File: config.mk
export PLATFORM = sky130hd
export DESIGN_NAME = token_receiver
export DESIGN_NICKNAME = d
export VERILOG_FILES = /design/src/rtl/token_receiver.sv
export SDC_FILE = /design/constraint.sdc
export NUM_CORES = 1
export LEC_CHECK = 0
export CORE_ASPECT_RATIO = 0.7
export CORE_MARGIN = 2
export CORE_UTILIZATION = 55
export DETAILED_ROUTE_END_ITERATION = 8
export PLACE_DENSITY = 0.73
export SLEW_MARGIN = 20
export SYNTH_ARGS = -nofsm -noshare
export SYNTH_HDL_FRONTEND = slang
export SYNTH_SLANG_ARGS = --single-unit
File: constraint.sdc
create_clock -name clk -period 8.9 [get_ports clk]
set_input_delay 1.78 -clock clk [delete_from_list [all_inputs] [get_ports clk]]
set_output_delay 1.78 -clock clk [all_outputs]
set_load 0.03 [all_outputs]
File: src/rtl/token_receiver.sv
// Result sink for the CUES output port: 2-phase acks each token, buffers it, counts and checksums per run.
// Latency: send transition -> ack toggle and FIFO/count/checksum update at the third clk edge; FIFO read is show-ahead.
// Backpressure: when the FIFO is full the pending token is left unacknowledged until space frees up.
module token_receiver #(
    parameter int DEPTH = 16,
    parameter int CNT_W = 8
) (
    input  logic             clk,
    input  logic             rst,
    input  logic             start_i_tr,
    input  logic [CNT_W-1:0] expected_num_i_tr,
    input  logic             send_i_tr,
    input  logic [61:0]      token_i_tr,
    output logic             ack_o_tr,
    input  logic             rd_en_i_tr,
    output logic [61:0]      rd_data_o_tr,
    output logic             empty_o_tr,
    output logic             full_o_tr,
    output logic [CNT_W-1:0] recv_count_o_tr,
    output logic [31:0]      checksum_o_tr,
    output logic             done_o_tr,
    output logic             overrun_o_tr
);

    localparam int AW = (DEPTH > 1) ? $clog2(DEPTH) : 1;

    typedef struct packed {
        logic        lr;
        logic        uni_opr;
        logic [1:0]  mem_wen;
        logic [13:0] node;
        logic [11:0] gen;
        logic [31:0] opr;
    } token_t;

    typedef enum logic [1:0] {
        ST_IDLE = 2'd0,
        ST_RUN  = 2'd1,
        ST_DONE = 2'd2
    } state_t;

    token_t           tok;
    token_t           mem_q [DEPTH];

    logic             send_s1_q;
    logic             send_s2_q;
    logic             ack_q;
    logic             ack_d;
    logic             start_q;
    state_t           state_q;
    state_t           state_d;
    logic [AW:0]      wr_ptr_q;
    logic [AW:0]      wr_ptr_d;
    logic [AW:0]      rd_ptr_q;
    logic [AW:0]      rd_ptr_d;
    logic [CNT_W-1:0] cnt_q;
    logic [CNT_W-1:0] cnt_d;
    logic [CNT_W-1:0] cnt_inc;
    logic [31:0]      sum_q;
    logic [31:0]      sum_d;
    logic             done_q;
    logic             done_d;
    logic             ovr_q;
    logic             ovr_d;

    logic             start_edge;
    logic             pending;
    logic             empty;
    logic             full;
    logic             accept;
    logic             pop;

    assign tok        = token_t'(token_i_tr);
    assign start_edge = start_i_tr & ~start_q;
    assign pending    = send_s2_q ^ ack_q;
    assign empty      = (wr_ptr_q == rd_ptr_q);
    assign full       = (wr_ptr_q[AW] != rd_ptr_q[AW]) &&
                        (wr_ptr_q[AW-1:0] == rd_ptr_q[AW-1:0]);
    // Full is judged on the registered pointers, so a same-cycle pop cannot make room for a push.
    assign accept     = pending && ((state_q == ST_RUN) || (state_q == ST_DONE)) &&
                        !full && !start_edge;
    assign pop        = rd_en_i_tr && !empty && !start_edge;
    assign cnt_inc    = (cnt_q == {CNT_W{1'b1}}) ? cnt_q : cnt_q + CNT_W'(1);
    assign ack_d      = ack_q ^ accept;

    always_comb begin
        state_d  = state_q;
        wr_ptr_d = wr_ptr_q;
        rd_ptr_d = rd_ptr_q;
        cnt_d    = cnt_q;
        sum_d    = sum_q;
        done_d   = done_q;
        ovr_d    = ovr_q;
        if (start_edge) begin
            // A new run discards buffered results but keeps the handshake phase intact.
            state_d  = ST_RUN;
            wr_ptr_d = '0;
            rd_ptr_d = '0;
            cnt_d    = '0;
            sum_d    = '0;
            done_d   = 1'b0;
            ovr_d    = 1'b0;
        end else begin
            if (accept) begin
                wr_ptr_d = wr_ptr_q + (AW+1)'(1);
                cnt_d    = cnt_inc;
                sum_d    = sum_q + tok.opr;
                case (state_q)
                    ST_RUN: begin
                        if ((expected_num_i_tr != '0) && (cnt_inc == expected_num_i_tr)) begin
                            state_d = ST_DONE;
                            done_d  = 1'b1;
                        end
                    end
                    ST_DONE: ovr_d = 1'b1;
                    default: ;
                endcase
            end
            if (pop) begin
                rd_ptr_d = rd_ptr_q + (AW+1)'(1);
            end
        end
    end

    always_ff @(posedge clk) begin
        if (rst) begin
            send_s1_q <= 1'b0;
            send_s2_q <= 1'b0;
            ack_q     <= 1'b0;
            start_q   <= 1'b0;
            state_q   <= ST_IDLE;
            wr_ptr_q  <= '0;
            rd_ptr_q  <= '0;
            cnt_q     <= '0;
            sum_q     <= '0;
            done_q    <= 1'b0;
            ovr_q     <= 1'b0;
        end else begin
            send_s1_q <= send_i_tr;
            send_s2_q <= send_s1_q;
            ack_q     <= ack_d;
            start_q   <= start_i_tr;
            state_q   <= state_d;
            wr_ptr_q  <= wr_ptr_d;
            rd_ptr_q  <= rd_ptr_d;
            cnt_q     <= cnt_d;
            sum_q     <= sum_d;
            done_q    <= done_d;
            ovr_q     <= ovr_d;
        end
    end

    always_ff @(posedge clk) begin
        if (accept) begin
            mem_q[wr_ptr_q[AW-1:0]] <= tok;
        end
    end

    assign ack_o_tr        = ack_q;
    assign rd_data_o_tr    = empty ? 62'd0 : 62'(mem_q[rd_ptr_q[AW-1:0]]);
    assign empty_o_tr      = empty;
    assign full_o_tr       = full;
    assign recv_count_o_tr = cnt_q;
    assign checksum_o_tr   = sum_q;
    assign done_o_tr       = done_q;
    assign overrun_o_tr    = ovr_q;

endmodule

Word-level counts from Yosys, hierarchy flattened
Memory sizes are Yosys's and may differ from the RTL's. A register that Yosys moved wholly into a read port is not among the register bits.
Cells that the tools add are included.

storage, ports and cells
  output and inout port bits = 107
  memory bits (writable) = 992
  bits of input ports = 75
  register bits after elaboration = 57
  word-level logic and storage cells = 56
  ROM bits = 0
  memories kept = 1
  bits in latches = 0

memory list
  memory  words  bits a word  read ports  clocked after Yosys merged registers in  wr ports  RTL line  RTL
  mem_q   16     62           1           1                                        1         43        token_t mem_q [DEPTH];

cells by class
  multipliers = 0
  mux-type cells = 10
  bitwise logic cells = 4
  shift operators = 0
  div/mod/pow operators = 0
  add/sub/neg operators = 4
  equal/unequal tests = 7
  order comparisons = 0
  reduce and logical (&&, ||, !) cells = 19

operators by type and width
  cell                                            count
  2-to-1 mux 62 bit                               1
  adder 32 bit                                    1
  adder 5 x 1 -> 5 bit (second input constant)    2
  adder 8 x 1 -> 8 bit (second input constant)    1
  == test 8 bit                                   1
  == test 8 bit (second input constant)           1
  2-to-1 mux 4 bit                                2
  2-to-1 mux 8 bit                                1
  nonzero test 8 bit                              1
  logical AND 1 bit                               7
  2-to-1 mux 1 bit                                6
  AND reduction 3 bit                             2
  nonzero test 2 bit                              3
  == test 5 bit                                   1
  == test 4 bit                                   1
  zero test 1 bit                                 3
  == test 2 x 1 -> 1 bit (second input constant)  1
  == test 2 bit (second input constant)           1
  AND reduction 2 bit                             1
  OR reduction 2 bit                              1
  XOR 1 bit                                       2
  bitwise AND 1 bit                               1
  logical OR 1 bit                                1
  inequality test 1 bit                           1
  NOT 1 bit                                       1

Logic depth before layout (Yosys ltp)
  depth in word-level cells = 8
  mapped depth = 12
  gate-level depth less buffers = 10

Worst setup path before layout
No wires, ideal clock.

  path kind = input to register
  from = input port start_i_tr
  to = memory mem_q[0][0] (netlist name) (enable)
  library setup time = 559 ps
  buffers on the path = 1
  arrival time = 6732 ps
  cell stages on the path = 5
  data required time = 8341 ps
  path slack = 1609 ps
  cells stage by stage = nor2b_1 -> nor2_1 -> clkbuf_1 -> nand2_1 -> nor3_1

between the ends
  cells in the longest elaborated chain, start to end = 5

ends and longest elaborated chain
  what                                    RTL line  RTL
  start, declared                         10        input logic start_i_tr,
  bitwise AND 1 bit                       74        assign start_edge = start_i_tr & ~start_q;
  zero test 1 bit                         81        !full && !start_edge;
  logical AND 1 bit                       81
  2-to-1 mux 1 bit                        154       if (accept) begin
  2-to-1 mux 1 bit (implied by the code)  155       mem_q[wr_ptr_q[AW-1:0]] <= tok;
  end, declared                           43

Every way passes these cells.

==> key figures <==
Drt
  • ANT nets after route: 0
  • Drt initial violations: 2457
  • Total wire length: 93.8 mm
  • DR vias: 20600
  • Wirelength per Cell: 28.7 um
  • 1st-pass router iterations: 5
  • Avg Vias per Cell: 6.30
  • DRC Markers: 0

Synthesis
  • Synth Register Bits: 1053
  • Post-Syn Nets: 2109
  • Async SR Flop Fraction: 0%
  • Warnings from Yosys: 0
  • Netlist Area Pre-Place: 0.0418 sq mm
  • Netlist cell types: 62
  • Number of flops mapped to enable cells by yosys: 992
  • Syn_area_per_cell: 21.0 sq um
  • Post-Syn Instances: 1994
  • Synth Flop Type: edfxtp_1
  • Seq/Total Area, Yosys: 74.2%

Die
  • Starting Density: 55.6%
  • # rows: 84
  • Die H: 235 um
  • I/O Pins: 182
  • Die ar.: 0.0783 sq mm
  • CORE AREA: 0.0751 sq mm
  • Die W: 334 um

STA
  • Fin Clk Skew: 0.0244 ns
  • Max Clk Rate: 0.163 GHz
  • PnR worst setup slack: 2.78 ns
  • Setup_tns: 0 ns
  • Fin. Hold Viols: 0
  • Worst-Margin Slew: 1.18 ns
  • Slew Limit Fails: 0
  • Crit share post-route: 68.8%
  • Final setup viols: 0
  • RSZ-0062 raised after global routing: no
  • Final hold slack: 0.468 ns
  • Rel. slew slack: 21.5%
  • Final critical-path required period: 6.12 ns

Setup path
  • Worst R2R Path Depth: 7
  • Crit Path Category: reg2out
  • Startpoint types: register
  • CP required: 7.12 ns
  • CP Max Fanout: 44
  • Crit path DAT: 4.34 ns
  • Worst setup EP type: primary output

Global route
  • Pin count of the biggest net entering global routing: 174
  • Vias in the first global route: 21300
  • First-pass GRT wire length: 139 mm
  • Total track usage: 24.2%
  • Antenna violations before repair: 4
  • Gr ovfl total: 0

Clock tree
  • Post-CTS sizing: 0
  • CTS tree: built
  • Post-CTS Setup Bufs: 0
  • Root Buffer: clkbuf_16
  • # H-tree levels: 3
  • # hold bufs at CTS: 0
  • Worst-case clock buffer depth: 3
  • Clock transition at the registers of the reported paths: 0.06 ns
  • Worst-Skew Late Latency: 0.66 ns
  • CTS sink count: 1053
  • CTS buffer count: 93

Final layout
  • Layout cells sized above 1: 23.1%
  • Fillers: 4906
  • Layout Nets: 2322
  • Fin area: 0.0482 sq mm
  • Area Growth Syn to Fin: 15.2%
  • Ant diodes: 0

Placement
  • Routability cong.: 0.855
  • Placed instance area: 0.0449 sq mm
  • Place WS: 3.18 ns
  • Port buffer count: 181
  • Detailed placement HPWL: 49.5 mm

Power
  • PD cells: 206 mW/mm^2
  • Max VDD drop: 164 uV
  • Leakage: 14.7 nW

Worst hold path
  • Worst min path class: reg2reg
  • Hold Crit Depth: 1

Run
  • Max cap viols: 0

Run status
  • Status: completed
-- path summary, 6_finish.rpt --
path / startpoint / end / slack (ns)
worst max register to register: wr_ptr_q[3] / mem_q[15][54] / 4.55
worst min register to register: send_s1_q / send_s2_q / 0.47
worst min-delay path: send_s1_q / send_s2_q / 0.47
worst max-delay path: register / rd_data_o_tr[1] / 2.78
-- area by class of cell --
cell class / instances / area (sq um) / area share (%)
clock buffer: 109 / 2390 / 4.96
clock inverter: 62 / 833 / 1.73
inverter: 13 / 48.8 / 0.101
multi-input combinational: 826 / 10500 / 21.7
sequential: 1053 / 31000 / 64.4
tap: 989 / 1240 / 2.57
timing repair buffer: 220 / 2170 / 4.50
-- cell usage after synthesis, types with 19 or more instances --
| master | count | area, sq um |
|---|---|---|
| edfxtp_1 | 992 | 29800 |
| mux4_2 | 310 | 6980 |
| clkbuf_1 | 67 | 251 |
| nor2b_1 | 67 | 419 |
| nor2_1 | 65 | 244 |
| nand2_1 | 62 | 233 |
| dfxtp_1 | 61 | 1220 |
| a21oi_1 | 56 | 280 |
| ha_1 | 39 | 488 |
| xnor2_1 | 31 | 272 |
| o21ai_0 | 20 | 100 |
| buf_2 | 19 | 95.1 |
| nand3_1 | 19 | 95.1 |
-- cells in the final DEF (no fill, tap or decap), types with 11 or more instances in the layout --
master,count
edfxtp_1,992
mux4_2,310
clkdlybuf4s50_1,181
clkbuf_16,93
nor2b_1,67
nand2_1,62
dfxtp_1,57
a21oi_1,56
nor2_1,52
ha_1,39
buf_4,34
xnor2_1,31
o21ai_0,20
nand3_1,19
bufinv_16,19
clkbuf_1,16
xor2_1,15
clkinv_2,15
inv_1,13
nor2_4,13
a21o_1,13
clkinv_1,13
a211oi_1,11
and3_1,11
-- state kept, by name, indices dropped and copies added, names as in the netlist, named ones only --
register / count
mem_q: 992
checksum_o_tr: 32
recv_count_o_tr: 8
rd_ptr_q: 5
wr_ptr_q: 5
ack_o_tr: 1
done_o_tr: 1
overrun_o_tr: 1
send_s1_q: 1
send_s2_q: 1
start_q: 1
state_q: 1
-- routing by layer --
layer | vias up | track usage [%] | routed length [um]
li1 | 8703 | - | -
met1 | 10800 | 35.4 | 38500
met2 | 950 | 38.1 | 44900
met3 | 149 | 5.38 | 8540
met4 | 2 | 5.50 | 1880
met5 | - | 0 | 12
-- kinds of logic after synthesis --
| group | count (synthesis) | synth area share [%] |
|---|---|---|
| adders and majority gates | 40 | 1.21 |
| DFF | 1053 | 74.2 |
| muxes | 318 | 16.9 |
| xor gates and xnor gates | 46 | 0.964 |
| AOI/OAI and AO/OA | 149 | 2.31 |
| and+or+nand+nor | 273 | 3.32 |
| buffers and inverters | 115 | 1.13 |
-- metrics by stage --
stage                     utilization (%)  cells  power [W]
after global placement               59.7   3099    0.00575
after detailed placement             59.8   3100    0.00576
after floorplan                         -   1994    0.00562
after global routing                 64.1   3272     0.0102
final                                64.1   3272    0.00992
after CTS                            64.1   3271    0.00998
-- power by group --
part	switching [W]	internal [W]
Combinational	0.000153	0.0000834
Sequential	0.00000502	0.00542
Clock	0.00177	0.00248
-- critical path, cell delays in order, from the launching register on --
cell	delay, ns
dfxtp_4	0.94
buf_4	0.78
mux4_2	0.59
mux4_2	0.48
nor2b_1	0.19
clkdlybuf4s50_1	0.66
Power figures use the tool's default switching activity.
